**config.mk**
```make
export PLATFORM = sky130hd
export DESIGN_NAME = keypad_debounce
export DESIGN_NICKNAME = d
export VERILOG_FILES = /design/src/rtl/keypad_pkg.sv /design/src/rtl/keypad_debounce_tick_counter.sv /design/src/rtl/keypad_debounce.sv
export SDC_FILE = /design/constraint.sdc
export NUM_CORES = 1
export LEC_CHECK = 0
export ABC_CLOCK_PERIOD_IN_PS = 2690
export BUFFER_PORTS_ARGS = -buffer_cell sky130_fd_sc_hd__buf_2
export CAP_MARGIN = 20
export CORE_MARGIN = 2
export CORE_UTILIZATION = 53
export CTS_CLUSTER_SIZE = 8
export DETAILED_ROUTE_END_ITERATION = 6
export PLACE_DENSITY = 0.74
export SLEW_MARGIN = 20
export SYNTH_ARGS = -nofsm -noshare
export SYNTH_HDL_FRONTEND = slang
export SYNTH_HIERARCHICAL = 1
export SYNTH_SLANG_ARGS = --single-unit
```
**constraint.sdc**
```tcl
create_clock -name clk -period 2.69 [get_ports clk]
set_input_delay 0.269 -clock clk [delete_from_list [all_inputs] [get_ports clk]]
set_output_delay 0.269 -clock clk [all_outputs]
set_load 0.01 [all_outputs]
```
**src/rtl/keypad_pkg.sv**
```systemverilog
// keypad_pkg: shared key code width, "no key" code and debounce FSM states
package keypad_pkg;
  localparam int KEY_W = 8;
  localparam logic [KEY_W-1:0] NONE_CODE = 8'h00;
  typedef enum logic [1:0] {IDLE, ARMING, HELD, RELEASING} state_t;
endpackage

```
**src/rtl/keypad_debounce_tick_counter.sv**
```systemverilog
// tick_counter: up-counter with sync clear (clear+inc loads 1) and terminal-count flag
module tick_counter #(
  parameter int W = 4
) (
  input  logic         clk,
  input  logic         rst,
  input  logic         clr,
  input  logic         inc,
  input  logic [W-1:0] term,
  output logic         tc
);
  logic [W-1:0] q;
  always_ff @(posedge clk)
    if (rst) q <= '0;
    else if (clr) q <= W'(inc);
    else q <= q + W'(inc);
  assign tc = q == term;
endmodule

```
**src/rtl/keypad_debounce.sv**
```systemverilog
// keypad_debounce: tick-sampled key debouncer with press/release/auto-repeat pulses
module keypad_debounce #(
  parameter int W = keypad_pkg::KEY_W,
  parameter logic [W-1:0] NONE_CODE = W'(keypad_pkg::NONE_CODE),
  parameter int DEBOUNCE_TICKS = 4,
  parameter int REPEAT_DELAY = 32,
  parameter int REPEAT_TICKS = 8
) (
  input  logic         clk,
  input  logic         rst,
  input  logic         tick,
  input  logic [W-1:0] code_in,
  output logic [W-1:0] code_out,
  output logic         key_down,
  output logic         press_pulse,
  output logic         release_pulse,
  output logic         repeat_pulse
);
  import keypad_pkg::*;
  localparam int CW = $clog2(DEBOUNCE_TICKS + 1);
  localparam int RMAX = REPEAT_DELAY > REPEAT_TICKS ? REPEAT_DELAY : REPEAT_TICKS;
  localparam int RW = $clog2((RMAX > 1 ? RMAX : 1) + 1);
  localparam bit REP_EN = REPEAT_DELAY != 0;
  localparam bit ONE = DEBOUNCE_TICKS == 1;
  state_t state;
  logic [W-1:0] cand;
  logic rep_on, cnt_tc, rpt_tc;
  logic none, m_cand, m_out, press_now, rel_now, held_stay, cnt_keep, cnt_one;
  assign none = code_in == NONE_CODE;
  assign m_cand = code_in == cand;
  assign m_out = code_in == code_out;
  assign press_now = (state == ARMING && m_cand && cnt_tc) || (ONE && state == IDLE && !none);
  assign rel_now = !m_out && ((state == RELEASING && cnt_tc) || (ONE && state == HELD));
  assign held_stay = REP_EN && state == HELD && m_out;
  // keep counting a run of matching samples; otherwise restart at 1 or clear
  assign cnt_keep = !cnt_tc && ((state == ARMING && m_cand) || (state == RELEASING && !m_out));
  assign cnt_one = (!none && (state == IDLE || (state == ARMING && !m_cand))) || (state == HELD && !m_out);
  tick_counter #(.W(CW)) u_cnt (
    .clk (clk),
    .rst (rst),
    .clr (tick && !cnt_keep),
    .inc (tick && (cnt_keep || cnt_one)),
    .term(CW'(DEBOUNCE_TICKS - 1)),
    .tc  (cnt_tc)
  );
  // rpt counts only ticks spent steadily in HELD, so a release bounce delays but never resets the schedule
  tick_counter #(.W(RW)) u_rpt (
    .clk (clk),
    .rst (rst),
    .clr (tick && (press_now || (held_stay && rpt_tc))),
    .inc (tick && held_stay && !rpt_tc),
    .term(rep_on ? RW'(REPEAT_TICKS - 1) : RW'(REPEAT_DELAY - 1)),
    .tc  (rpt_tc)
  );
  always_ff @(posedge clk)
    if (rst) begin
      state <= IDLE;
      cand <= NONE_CODE;
      code_out <= NONE_CODE;
      rep_on <= 1'b0;
      key_down <= 1'b0;
      press_pulse <= 1'b0;
      release_pulse <= 1'b0;
      repeat_pulse <= 1'b0;
    end else begin
      press_pulse <= tick && press_now;
      release_pulse <= tick && rel_now;
      repeat_pulse <= tick && held_stay && rpt_tc;
      if (tick) begin
        if ((state == IDLE || state == ARMING) && !m_cand) cand <= code_in;
        if (press_now) begin
          state <= HELD;
          code_out <= code_in;
          key_down <= 1'b1;
          rep_on <= 1'b0;
        end else if (rel_now) begin
          state <= IDLE;
          code_out <= NONE_CODE;
          key_down <= 1'b0;
        end else
          case (state)
            IDLE: state <= none ? IDLE : ARMING;
            ARMING: state <= none ? IDLE : ARMING;
            HELD: begin
              state <= m_out ? HELD : RELEASING;
              rep_on <= rep_on || (held_stay && rpt_tc);
            end
            default: state <= m_out ? HELD : RELEASING;
          endcase
      end
    end
endmodule

```
After elaboration in Yosys (flattened, before gate mapping)
Cells that the tools add are included.
- add/subtract/negate cells: 2
- reductions and logical operators: 43
- multiplexer cells: 15
- bitwise logic cells: 0
- multiply operators: 0
- equal/unequal tests: 8
- shift operators: 0
- divide/modulo/power cells: 0
- $lt $le $gt $ge: 0
- operators with widths (kind ; number):
    $logic_and A1 B1 Y1 ; 20
    $eq A8 B8 Y1 ; 2
    $mux W8 ; 2
    $mux W1 ; 9
    $logic_not A8 Y1 ; 1
    $logic_or A1 B1 Y1 ; 7
    $add A6 B1 Y6 ; 1
    $eq A6 B5 Y1 ; 1
    $logic_not A1 Y1 ; 6
    $mux W2 ; 3
    $reduce_or A2 Y1 ; 3
    $mux W5 ; 1
    $eq A2 B2 Y1 const B ; 2
    $reduce_and A2 Y1 ; 2
    $reduce_bool A2 Y1 ; 2
    $add A3 B1 Y3 ; 1
    $eq A3 B2 Y1 const B ; 1
    $reduce_and A3 Y1 ; 1
    $eq A2 B1 Y1 const B ; 1
    $logic_not A2 Y1 ; 1
    $ne A2 B2 Y1 const B ; 1
- memory bits (writable): 0
- memories: 0
- bits in registers: 32
- output and inout bits: 12
- bits in latches: 0
- bits in read-only memories: 0
- input bits: 11

Logic depth before layout (Yosys ltp)
Gate-level depths: netlist (run 1).
- depth in word-level cells: 10
- gate-level depth with buffers: 10

Modules after synthesis
Netlist (run 1), hierarchy kept.
- modules (own cells, without submodules) (module ; instances ; seq. area each (um^2) ; cells each ; area an instance (um^2)):
    keypad_debounce ; 1 ; 460.4 ; 134 ; 1206.2
    tick_counter at u_rpt ; 1 ; 120.1 ; 32 ; 320.3
    tick_counter at u_cnt ; 1 ; 60.1 ; 14 ; 161.4

Least setup slack after synthesis (run 1)
OpenSTA, ideal clock, no wires.
- path kind: register to register
- from: reg cand[6]
- to: reg u_cnt.q[1]
- clock period less this slack: 2170 ps
- cell stages (with the launch flop): 9
- data required time: 2558 ps
- buffers on the path: 0
- data arrival time: 2038 ps
- slack: 520 ps
- library setup time: 132 ps
- path through: dfxtp_1 -> xor2_1 -> or4_1 -> nor2_2 -> a21oi_1 -> nor4b_2 -> ha_1 -> ha_1 -> nor3b_1
- cells in the longest elaborated chain, start to end: 9
- ends and longest elaborated chain (what ; line ; source):
    from (decl) ; keypad_debounce.sv:26 ; logic [W-1:0] cand;
    from (signal assigned) ; keypad_debounce.sv:70 ; if ((state == IDLE || state == ARMING) && !m_cand) cand <= code_in;
    $eq A8 B8 Y1 (*) ; keypad_debounce.sv:30 ; assign m_cand = code_in == cand;
    $logic_not A1 Y1 ; keypad_debounce.sv:37 ; assign cnt_one = (!none && (state == IDLE || (state == ARMING && !m_cand))) || (state == HELD && !m_out);
    $logic_and A1 B1 Y1 ; keypad_debounce.sv:37 ;
    $logic_or A1 B1 Y1 ; keypad_debounce.sv:37 ;
    $logic_and A1 B1 Y1 ; keypad_debounce.sv:37 ;
    $logic_or A1 B1 Y1 ; keypad_debounce.sv:37 ;
    $logic_or A1 B1 Y1 ; keypad_debounce.sv:42 ; .inc (tick && (cnt_keep || cnt_one)),
    $logic_and A1 B1 Y1 ; keypad_debounce.sv:42 ;
    $add A3 B1 Y3 ; keypad_debounce_tick_counter.sv:16 ; else q <= q + W'(inc);
    to (signal assigned) ; keypad_debounce_tick_counter.sv:15 ; else if (clr) q <= W'(inc);
    to (signal assigned) ; keypad_debounce_tick_counter.sv:16 ;
    to (decl) ; keypad_debounce_tick_counter.sv:12 ; logic [W-1:0] q;
Mark *: on every way between the ends. The rest lies on a longest branch, timed or not.
A chain may end at the register's enable or synchronous reset.

Worst setup path after layout (run 1)
Ends and elaborated chain as after synthesis.

==> results of run 1 <==
area by class of cell:
cell class / count / area, um2 / share of cell area (%)
Multi-Input combinational cell: 144 / 1030 / 53.8
Sequential cell: 32 / 641 / 33.4
Timing Repair Buffer: 23 / 118 / 6.13
Clock buffer: 8 / 58.8 / 3.06
Tap cell: 44 / 55.1 / 2.87
Inverter: 4 / 15.0 / 0.782
layer usage:
layer  global-route usage (%)  vias to the layer above  part of all wire, %
li1                         -                      704                    -
met1                     25.3                      665                   43
met2                     38.2                       25                   52
met3                     7.04                        7                  3.7
met4                     7.45                        0                  1.7
met5                        0                        -                    0
worst max-delay path, cell delays in order (launching register included):
cell     delay (ns)
dfxtp_1        0.34
xor2_1         0.18
or4_1          0.61
nor2_2         0.17
a21oi_1        0.11
nor4b_2        0.28
ha_1           0.20
ha_1           0.21
nor3b_1        0.13
report_power, final:
part	total, mW	internal [mW]	switching, mW
clock network	0.283	0.129	0.154
logic	0.0986	0.0383	0.0603
registers	0.493	0.484	0.00846
total	0.874	0.651	0.223
synth_stat cells, drive strengths merged (2+ instances only):
cell    count  area, um2
nor2       15       58.8
a21oi       3       15.0
or4         2       18.8
conb        2       7.51
nand2      12       47.6
or3         3       18.8
xor2       14        123
dfxtp      32        641
nor4        3       31.3
and3        5       31.3
mux2i      10        100
o21ai      13       68.8
nand3       4       25.0
a32oi       8       70.1
inv         4       15.0
xnor2      15        131
nor3b       2       15.0
a211oi      2       32.5
nand4       4       25.0
ha          4       50.1
clkbuf      5       18.8
a31oi       2       12.5
nor3        8       61.3
worst min-delay path by stage:
| stage | start | slack [ns] | end |
|---|---|---|---|
| after detailed placement | code_out[7] | 0.49 | code_out[7] |
| final | code_in[6] | 0.25 | code_out[6] |
| after global placement | code_out[7] | 0.48 | code_out[7] |
| after CTS | code_in[6] | 0.24 | code_out[6] |
| after floorplan | rst | 0.33 | u_rpt/q[5] |
| after global routing | tick | 0.25 | state[0] |
per-stage QoR:
stage	std cells	cell area, um2	power, mW	hold slack (ns)	utilization, %
final	255	1920	0.874	0.250	62.9
after global placement	247	1860	0.598	0.476	60.9
after floorplan	185	1710	0.569	0.334	-
after detailed placement	247	1860	0.602	0.490	60.9
after CTS	255	1920	0.882	0.241	62.9
after global routing	255	1920	0.921	0.251	62.9
cell families after synthesis:
group           Yosys count
simple gates             62
xor+xnor                 29
mux                      10
buf+inv                   9
other cells               2
flops                    32
compound gates           32
fa+ha+maj                 4
sequential cells by signal, summed over array words and instances (netlist names), 2 cells and up:
name	cells
cand	8
code_out	8
state	2
u_cnt/q	3
u_rpt/q	6
==> impl_summary.md, run 1 <==
Outcome
The run finished with clean final reports.

Pwr
The ratio of total power to cell area is 455 nW/um2. The leakage power figure is 0.804 nW. Across the VDD grid, the largest voltage drop is 0.351 mV.

CTS
TritonCTS built the clock tree. The latest clock arrival within the worst-skew pair is 0.33 ns. The number of buffers inserted to repair setup after CTS is 0. The clock root buffer is clkbuf_4. Once the clock tree was built, the resizer swapped 0 gates to a different size.

Clock-pin slew was measured on the worst setup and hold paths at 0.10 ns. CTS built an H-tree with a depth of 2. The maximum clock insertion buffer count is 2. The tree built by TritonCTS fans out to 32 sinks. Buffers inserted during clock tree synthesis total 5.

The hold buffer count at cts is 0.

Layout
Cells with a size suffix above 1 make up 19.9% of the layout. The leading cell type in the layout, fill and taps excluded is dfxtp_1. The number of antenna repair diodes is 0. The number of inserted filler cells in the final layout is 294. In the layout the commonest cells are dfxtp_1 (32), buf_2 (22), xnor2_1 (15). The total number of nets in the final design is 225. The post-synthesis to final-layout area growth is 13.7%.

Routing
Wires add up to 3.36 mm. Across all layers, the routed design uses 1401 vias. The detailed router's first-iteration violation count is 47.

The first detailed-routing pass ran for 5 iterations. The average via count per standard cell is 5.49. The count of nets left with antenna violations once routing finished came out at 0.

The number of design rule violations left after detail routing is 0. In the final routed layout, each cell accounts on average for 13.2 um.

STA
Setup slack on the critical path of the routed design comes to 0.333 ns. Setup repair after global routing left no endpoint under its margin. For the pin with the worst max-slew slack, the measured transition is 0.611 ns. The routed design could run at a clock period as short as 2.36 ns. The setup skew after layout is 0.00747 ns. The period utilization is 87.6%. The sum of negative setup slack is 0 ns. Static timing analysis puts the maximum clock frequency at 424 MHz.

The headroom to the max-slew limit is 59.2%. The number of endpoints with negative hold slack in the final report is 0. Setup violations remaining at the end of the flow were counted as 0.

The count of final max-slew check failures came to 0.

Floorplan
The I/O pin count is 23. In this run the vertical extent of the chip is 60.4 um. The die footprint is 3650 um2. The x dimension of the die is 60.4 um. The effective utilization at floorplan is 55.3%. After floorplanning, the core was sized to cover 3050 um2. The number of placement rows is 20.

Worst setup path
The critical path is of the reg2reg type. The first element of the critical path is cand[6]. Following the worst setup path forward leads to its endpoint at u_cnt/q[1]. The endpoint kind of the worst setup timing path is a register. For the worst setup path, the data required time is 2.89 ns. The worst setup path is launched from a register. For the worst setup path, the data arrival time is 2.56 ns. In this run the critical register-to-register path is captured at u_cnt/q[1]. The critical-path maximum fanout is 3. Counting cells, the worst reg-to-reg path comes to 8. The reg-to-reg startpoint is cand[6].

The setup check on the worst reg-to-reg path leaves a slack of 0.33 ns.

Placed design
The placed wire-length estimate is 2.58 mm. The number of I/O port buffers is 22. The setup slack at placement is 0.263 ns.

The congestion estimate from routability-driven global placement came to 0.805.

Logic synthesis
The XOR/XNOR share of the synthesized area is 15.0%. For this run, asynchronously set or reset flops after synthesis account for 0%. The total of flip-flops plus latches after synthesis is 32.

By area, the combinational part of the netlist is dominated by simple AND/OR/NAND/NOR gates. The simple-gate share of the synthesized area is 21.9%. Synthesis produced a netlist whose cell count is 180. The number of different library cells used by synthesis comes to 41. The number of enable-type register cells in the synthesized netlist is 0. Summing the areas of all compound-gate instances in the mapped netlist gives 13.7% of the synthesized area.

The share of synthesized area spent on multiplexers is 5.93%. The area of the mapped netlist is 1690 um2. The Yosys step of the flow raised 6 warnings. The dominant register cell in the synthesized netlist is dfxtp_1. The adder and majority cell fraction of the synthesized area is 2.97%. The share of the yosys chip area belonging to registers is 38.0%. Averaged over all synthesized cells, the footprint is 9.38 um2.

Global routing
The number of global-route vias before repair came to 1346. The number of antenna violations at the first check in global routing was 0. The aggregate global-route resource usage is 21.9%. For this run the aggregate overflow at the end of global routing stands at 0. Entering global routing, the biggest net connects 23 pins.

The wire length of the first global-routing pass is 5.95 mm.

Min path
The worst hold-check path type is in2reg. The instance count along the most critical hold path is 3.

Flow run
The number of violations of the max-capacitance limit is 0.
Power figures use the tool's default switching activity.
==> run 2, diff against run 1 <==
Settings changed: CORE_UTILIZATION 53 to 56, PLACE_DENSITY 0.74 to 0.78.
==> run 2 against run 1 <==
- clock skew down 0.00066 ns
- non-clock buffer count up 1
- register-to-register slack worse by 0.02 ns
- design area down 0.46%
- critical path depth up 1
- wire length up 5.3%
- highest routed layer unchanged
==> impl_summary.md, run 2 (synthesized netlist as in run 1, its figures left out) <==
Flow run
Max-cap violations in this run came to 0.

Placed design
Input and output buffers added on the ports amount to 22. Counting tap cells, the placed design contains a total of 235 instances. The global placement routability congestion is 0.930.

The wire-length estimate of the detail-placed layout is 2.67 mm.

STA
Hold timing on the final database bottoms out at a slack of 0.226 ns. For the pin with the worst max-slew slack, the measured transition is 0.599 ns. The setup skew after layout is 0.00681 ns. The period utilization is 88.3%. Setup repair after global routing left no endpoint under its margin. The count of final max-slew check failures came to 0.

Adding up every negative setup slack in the final design gives 0 ns. The headroom to the max-slew limit is 60.0%. The final period demand of the worst path is 2.37 ns.

The number of endpoints with negative hold slack in the final report came to 0. The final number of setup-violating endpoints is 0. For this run, the top clock speed supported by timing is 421 MHz.

Floorplan
The I/O pin count is 23. The core box area is 2810 um2. The die span in y is 58.9 um. The x dimension of the die is 58.9 um.

The die covers 3470 um2. For this configuration, the core starts out at a cell density of 60.2%. The number of placement rows is 19.

Global routing
The number of antenna violations at the first check in global routing is 0. The first global-routing pass estimated 5.95 mm of wire. The global-route congestion overflow total is 0.

The number of global-route vias before repair is 1334. The largest net degree at the start of global routing is 23. The aggregate global-route resource usage is 22.8%.

Layout
The post-synthesis to final-layout area growth is 13.2%. The ratio of cells with drive above 1 in the final layout is 20.3%. The finished layout holds 243 standard cells, fillers aside. In the layout the commonest cells are dfxtp_1 (32), buf_2 (22), xnor2_1 (15). The number of inserted filler cells in the final layout is 225. The total number of nets in the final design is 226. The largest registers in the layout are cand x8, code_out x8, u_rpt/q x6.

The number of antenna repair diodes is 0. Measured on the finished design, the core utilization comes to 68.1%. The library cell used most frequently in the layout, excluding fill and tap cells, is dfxtp_1.

Worst setup path
The startpoint kind of the worst setup timing path is a register. STA classifies the critical path endpoint as a register. The worst setup path is of the reg2reg kind. The critical-path maximum fanout is 3. STA puts the critical path data required time at 2.91 ns. For the worst setup path, the data arrival time is 2.59 ns.

CTS
CTS placed an instance of clkbuf_4 at the clock tree root. The latest clock arrival within the worst-skew pair is 0.34 ns. In this run, post-CTS hold repair placed 0 buffers. TritonCTS built the clock tree. The number of buffers created by CTS is 5. The number of H-tree levels is 2. Post-CTS repair changed the size of 0 cells.

The number of buffers inserted to repair setup after CTS is 0. After clock tree synthesis, the clock-pin slew on the worst setup and hold paths is 0.10 ns. No sink is reached through more buffers than the 2 on the longest clock path. The total clock sinks is 32.

Routing
The detailed-routing iteration count for the pre-antenna-repair pass is 4. The post-detailed-routing wire length is 3.54 mm. The detailed router's first-iteration violation count is 45. The routed layout has 1413 vias.

Using the TritonRoute via totals, the vias-per-cell ratio works out to 5.81. The remaining number of nets flagged by the antenna check after routing is 0. The average wire length per cell after detail routing is 14.6 um. The number of design rule violations left after detail routing is 0.

Min path
The worst hold-check path type is in2reg.

Pwr
Net switching is 25.8% of the power. The share of total power dissipated in sequential elements is 56.1%. The share of total power dissipated in the clock network is 32.6%. For this design the ratio of total power to cell area is 459 nW/um2.

In this run, the combinational gates consume 11.3% of the power. The internal portion of total power is 0.651 mW. The leakage power figure is 0.809 nW.

The analysis attributes to net switching a power of 0.226 mW. The total power of the final layout is 0.877 mW. VDD sags by at most 0.331 mV.

Outcome
The run finished with clean final reports.
[run 2: cell types whose count changed in the layout (fill, tap and decap cells not counted)]
cell,change
buf_4,+1
[run 2: final cells by class]
cell class	instances	area [um2]	share of cell area [%]
Tap cell	31	38.8	2.03
Sequential cell	32	641	33.5
Timing Repair Buffer	24	125	6.55
Inverter	4	15.0	0.786
Clock buffer	8	58.8	3.08
Multi-Input combinational cell	144	1030	54.0
[run 2: metrics by stage]
step	setup slack (ns)	cell area [um2]
CTS	0.303	1910
floorplan	0.520	1710
global placement	0.334	1850
finish	0.316	1910
detailed placement	0.230	1850
global route	0.169	1910
[run 2: final timing paths]
path                                  start          end  slack, ns  depth (start not counted)
worst max-delay path                cand[6]   u_cnt/q[2]       0.32                          9
worst min register to register  code_out[5]  code_out[5]       0.50                          2
worst max register to register      cand[6]   u_cnt/q[2]       0.32                          9
worst min-delay path             code_in[1]  code_out[1]       0.23                          3
[run 2: critical path: stages (launching register included)]
cell     delay (ns)
dfxtp_1        0.33
xor2_1         0.18
or4_1          0.63
nor2_2         0.18
a21oi_1        0.11
nor4b_2        0.27
ha_1           0.20
ha_1           0.16
xnor2_1        0.15
nor3_2         0.05
[run 2: per-layer routing]
metal	GRT usage [%]	routed length (um)	share of wire [%]
met1	25.8	1470	41
met2	40.2	1820	51
met3	6.81	190	5.4
met4	8.12	63	1.8
met5	0	0	0
[run 2: power groups by stage]
| stage | sequential [mW] | clock, mW | combinational [mW] |
|---|---|---|---|
| 6_report | 0.493 | 0.286 | 0.0991 |
| 5_1_grt | 0.494 | 0.316 | 0.109 |
| 4_1_cts | 0.493 | 0.289 | 0.0988 |
| 3_5_place_dp | 0.504 | 0 | 0.0985 |
| 3_3_place_gp | 0.503 | 0 | 0.0944 |
| 2_1_floorplan | 0.502 | 0 | 0.0668 |
==> run 3, diff against run 2 <==
Settings changed: ABC_CLOCK_PERIOD_IN_PS 2690 to 2550.
Clock period 2.69 ns to 2.55 ns, I/O delays scaled along.
==> run 3 against run 2 <==
- sequential share of layout area increased by 0.11 points
- clock skew up 0.0032 ns
- cell count shrank 0.41%
- die area stayed put
- first-iteration DRC count grew 22%
- critical path depth is 1 lower
- core utilization fell by 0.22 points
- wire length rose by 1.2%
- global-route usage rose by 2.0 points
- sequential cell count unchanged
- setup slack worse by 0.083 ns
- maximum frequency up 2.5%
- critical path type unchanged
- largest cell class unchanged
==> impl_summary.md, run 3 (synthesized netlist as in run 1, its figures left out) <==
Outcome
The run finished with clean final reports.

Layout
The largest registers in the layout are cand x8, code_out x8, u_rpt/q x6. The number of antenna repair diodes is 0. The ratio of cells with drive above 1 in the final layout is 20.9%.

The leading cell type in the layout, fill and taps excluded is dfxtp_1. After filler insertion, the fill cell instance count of the layout stands at 229. The end-of-flow core utilization is 67.9%.

The total number of nets in the final design is 228. The post-synthesis to final-layout area growth is 12.8%. In the layout the commonest cells are dfxtp_1 (32), buf_2 (22), xnor2_1 (15).

Pwr
VDD sags by at most 0.310 mV. The ratio of total power to cell area is 457 nW/um2. The leakage power figure is 0.810 nW. Total power for the finished layout comes to 0.871 mW.

Global routing
The met2 routing resource usage after global routing is 41.6%. The layer flagged by global routing as most heavily used is met2. The number of antenna violations at the first check in global routing is 0. The wire length of the first global-routing pass is 6.44 mm. Global routing consumed, over all layers together, 24.7% of the routing resources. The global-route congestion overflow total is 0. Global routing used 6.37% of the available met3 tracks. The met1 track demand over resource is 29.1%.

Entering global routing, the biggest net connects 23 pins. The number of global-route vias before repair came to 1399.

CTS
The hold buffer count at cts is 0. The number of buffers inserted to repair setup after CTS is 0. The total clock sinks is 32. Clock-pin slew was measured on the worst setup and hold paths at 0.09 ns. The number of buffers created by CTS is 5.

The root buffer cell chosen for the clock tree is clkbuf_4. The maximum clock insertion buffer count is 2. The number of H-tree levels is 2. The clock reaches the later pin of the worst-skew pair after 0.33 ns. TritonCTS built the clock tree. The number of gates resized after cts is 0.

Placed design
At the end of routability-driven placement, the weighted congestion stood at 0.904. The placed wire-length estimate is 2.69 mm. The number of I/O port buffers is 22.

Floorplan
In this run the core area contains 19 standard-cell rows. The effective utilization at floorplan is 60.2%. The die footprint is 3470 um2.

In this run the horizontal extent of the chip is 58.9 um. The I/O pin count is 23. The die span in y is 58.9 um.

The core box area is 2810 um2.

STA
Adding up every negative setup slack in the final design gives 0 ns. The number of endpoints with negative hold slack in the final report came to 0. The count of final max-slew check failures is 0. The headroom to the max-slew limit is 59.2%. The top achievable clock speed is 432 MHz. Setup violations remaining at the end of the flow were counted as 0.

For the pin with the worst max-slew slack, the measured transition is 0.612 ns. Setup repair after global routing left no endpoint under its margin. The worst path needs 2.32 ns of the cycle, external delays included. On the final layout, the worst clock skew is 0.0100 ns.

The period utilization is 90.9%. Hold timing on the final database bottoms out at a slack of 0.239 ns.

Worst setup path
For this run, the slowest stage of the critical path takes 0.62 ns. The startpoint kind of the worst setup timing path is a register. The data required time at the worst endpoint is 2.76 ns. Among all stages on the critical path, the largest delay is contributed by or4_1. Counting stages on the worst path, the most repeated cell is ha_1.

The critical-path maximum fanout is 3. The category of the critical setup timing path is reg2reg. The critical path goes through xor2_1, or4_1, nor2_2, a21oi_1, nor4b_2, ha_1, ha_1, nor3b_1. At the worst endpoint, the arrival time is 2.53 ns.

The worst setup path is captured at a register.

Routing
The average wire length per cell after detail routing is 14.8 um. The post-detailed-routing wire length is 3.58 mm. The remaining number of nets flagged by the antenna check after routing is 0.

The detailed router's first-iteration violation count is 55. Before antenna repair, the detailed router went through 4 iterations. The average via count per standard cell is 5.89. The total via count in the routed design is 1425.

The number of design rule violations left after detail routing is 0.

Min path
The min-delay analysis places its worst path in the category in2reg.

Flow run
The number of violations of the max-capacitance limit is 0.
[run 3: per-layer routing]
layer / wire length (um) / vias up / share of wire (%)
met5: 0 / - / 0
met4: 118 / 0 / 3.3
met3: 150 / 13 / 4.2
met2: 1800 / 37 / 50
met1: 1510 / 666 / 42
li1: - / 709 / -
[run 3: critical path, delay by kind of cell (launching register included)]
family,cells,cell delay (ns)
XOR/XNOR,1,0.18
flip-flops,1,0.33
AND/OR/NAND/NOR,4,1.19
AO/OA/AOI/OAI,1,0.10
adder cells (fa/ha/maj),2,0.42
[run 3: path summary, 6_finish.rpt]
kind | from | end | slack, ns | cells after the start
setup / recovery | cand[6] | u_cnt/q[1] | 0.23 | 8
hold / removal | code_in[1] | code_out[1] | 0.24 | 3
setup reg to reg | cand[6] | u_cnt/q[1] | 0.23 | 8
hold reg to reg | code_out[5] | code_out[5] | 0.50 | 2
[run 3: where the power goes]
group          total [mW]  switching, mW  leakage [nW]  internal (mW)
sequential          0.520        0.00881         0.260          0.511
clock               0.243          0.151        0.0230         0.0918
combinational       0.108         0.0663         0.527         0.0417
total               0.871          0.226         0.810          0.644
[run 3: stage by stage]
stage,std cells,setup slack [ns],cell area [um2]
after floorplan,185,0.380,1710
after global placement,237,0.206,1870
after detailed placement,237,0.160,1870
after CTS,242,0.222,1900
after global routing,242,0.0680,1900
final,242,0.233,1900
[run 3: final cells by class]
type	count	area [um2]	share of cell area [%]
Clock buffer	5	37.5	1.97
Inverter	4	15.0	0.788
Multi-Input combinational cell	144	1030	54.2
Sequential cell	32	641	33.6
Tap cell	31	38.8	2.04
Timing Repair Buffer	26	140	7.36
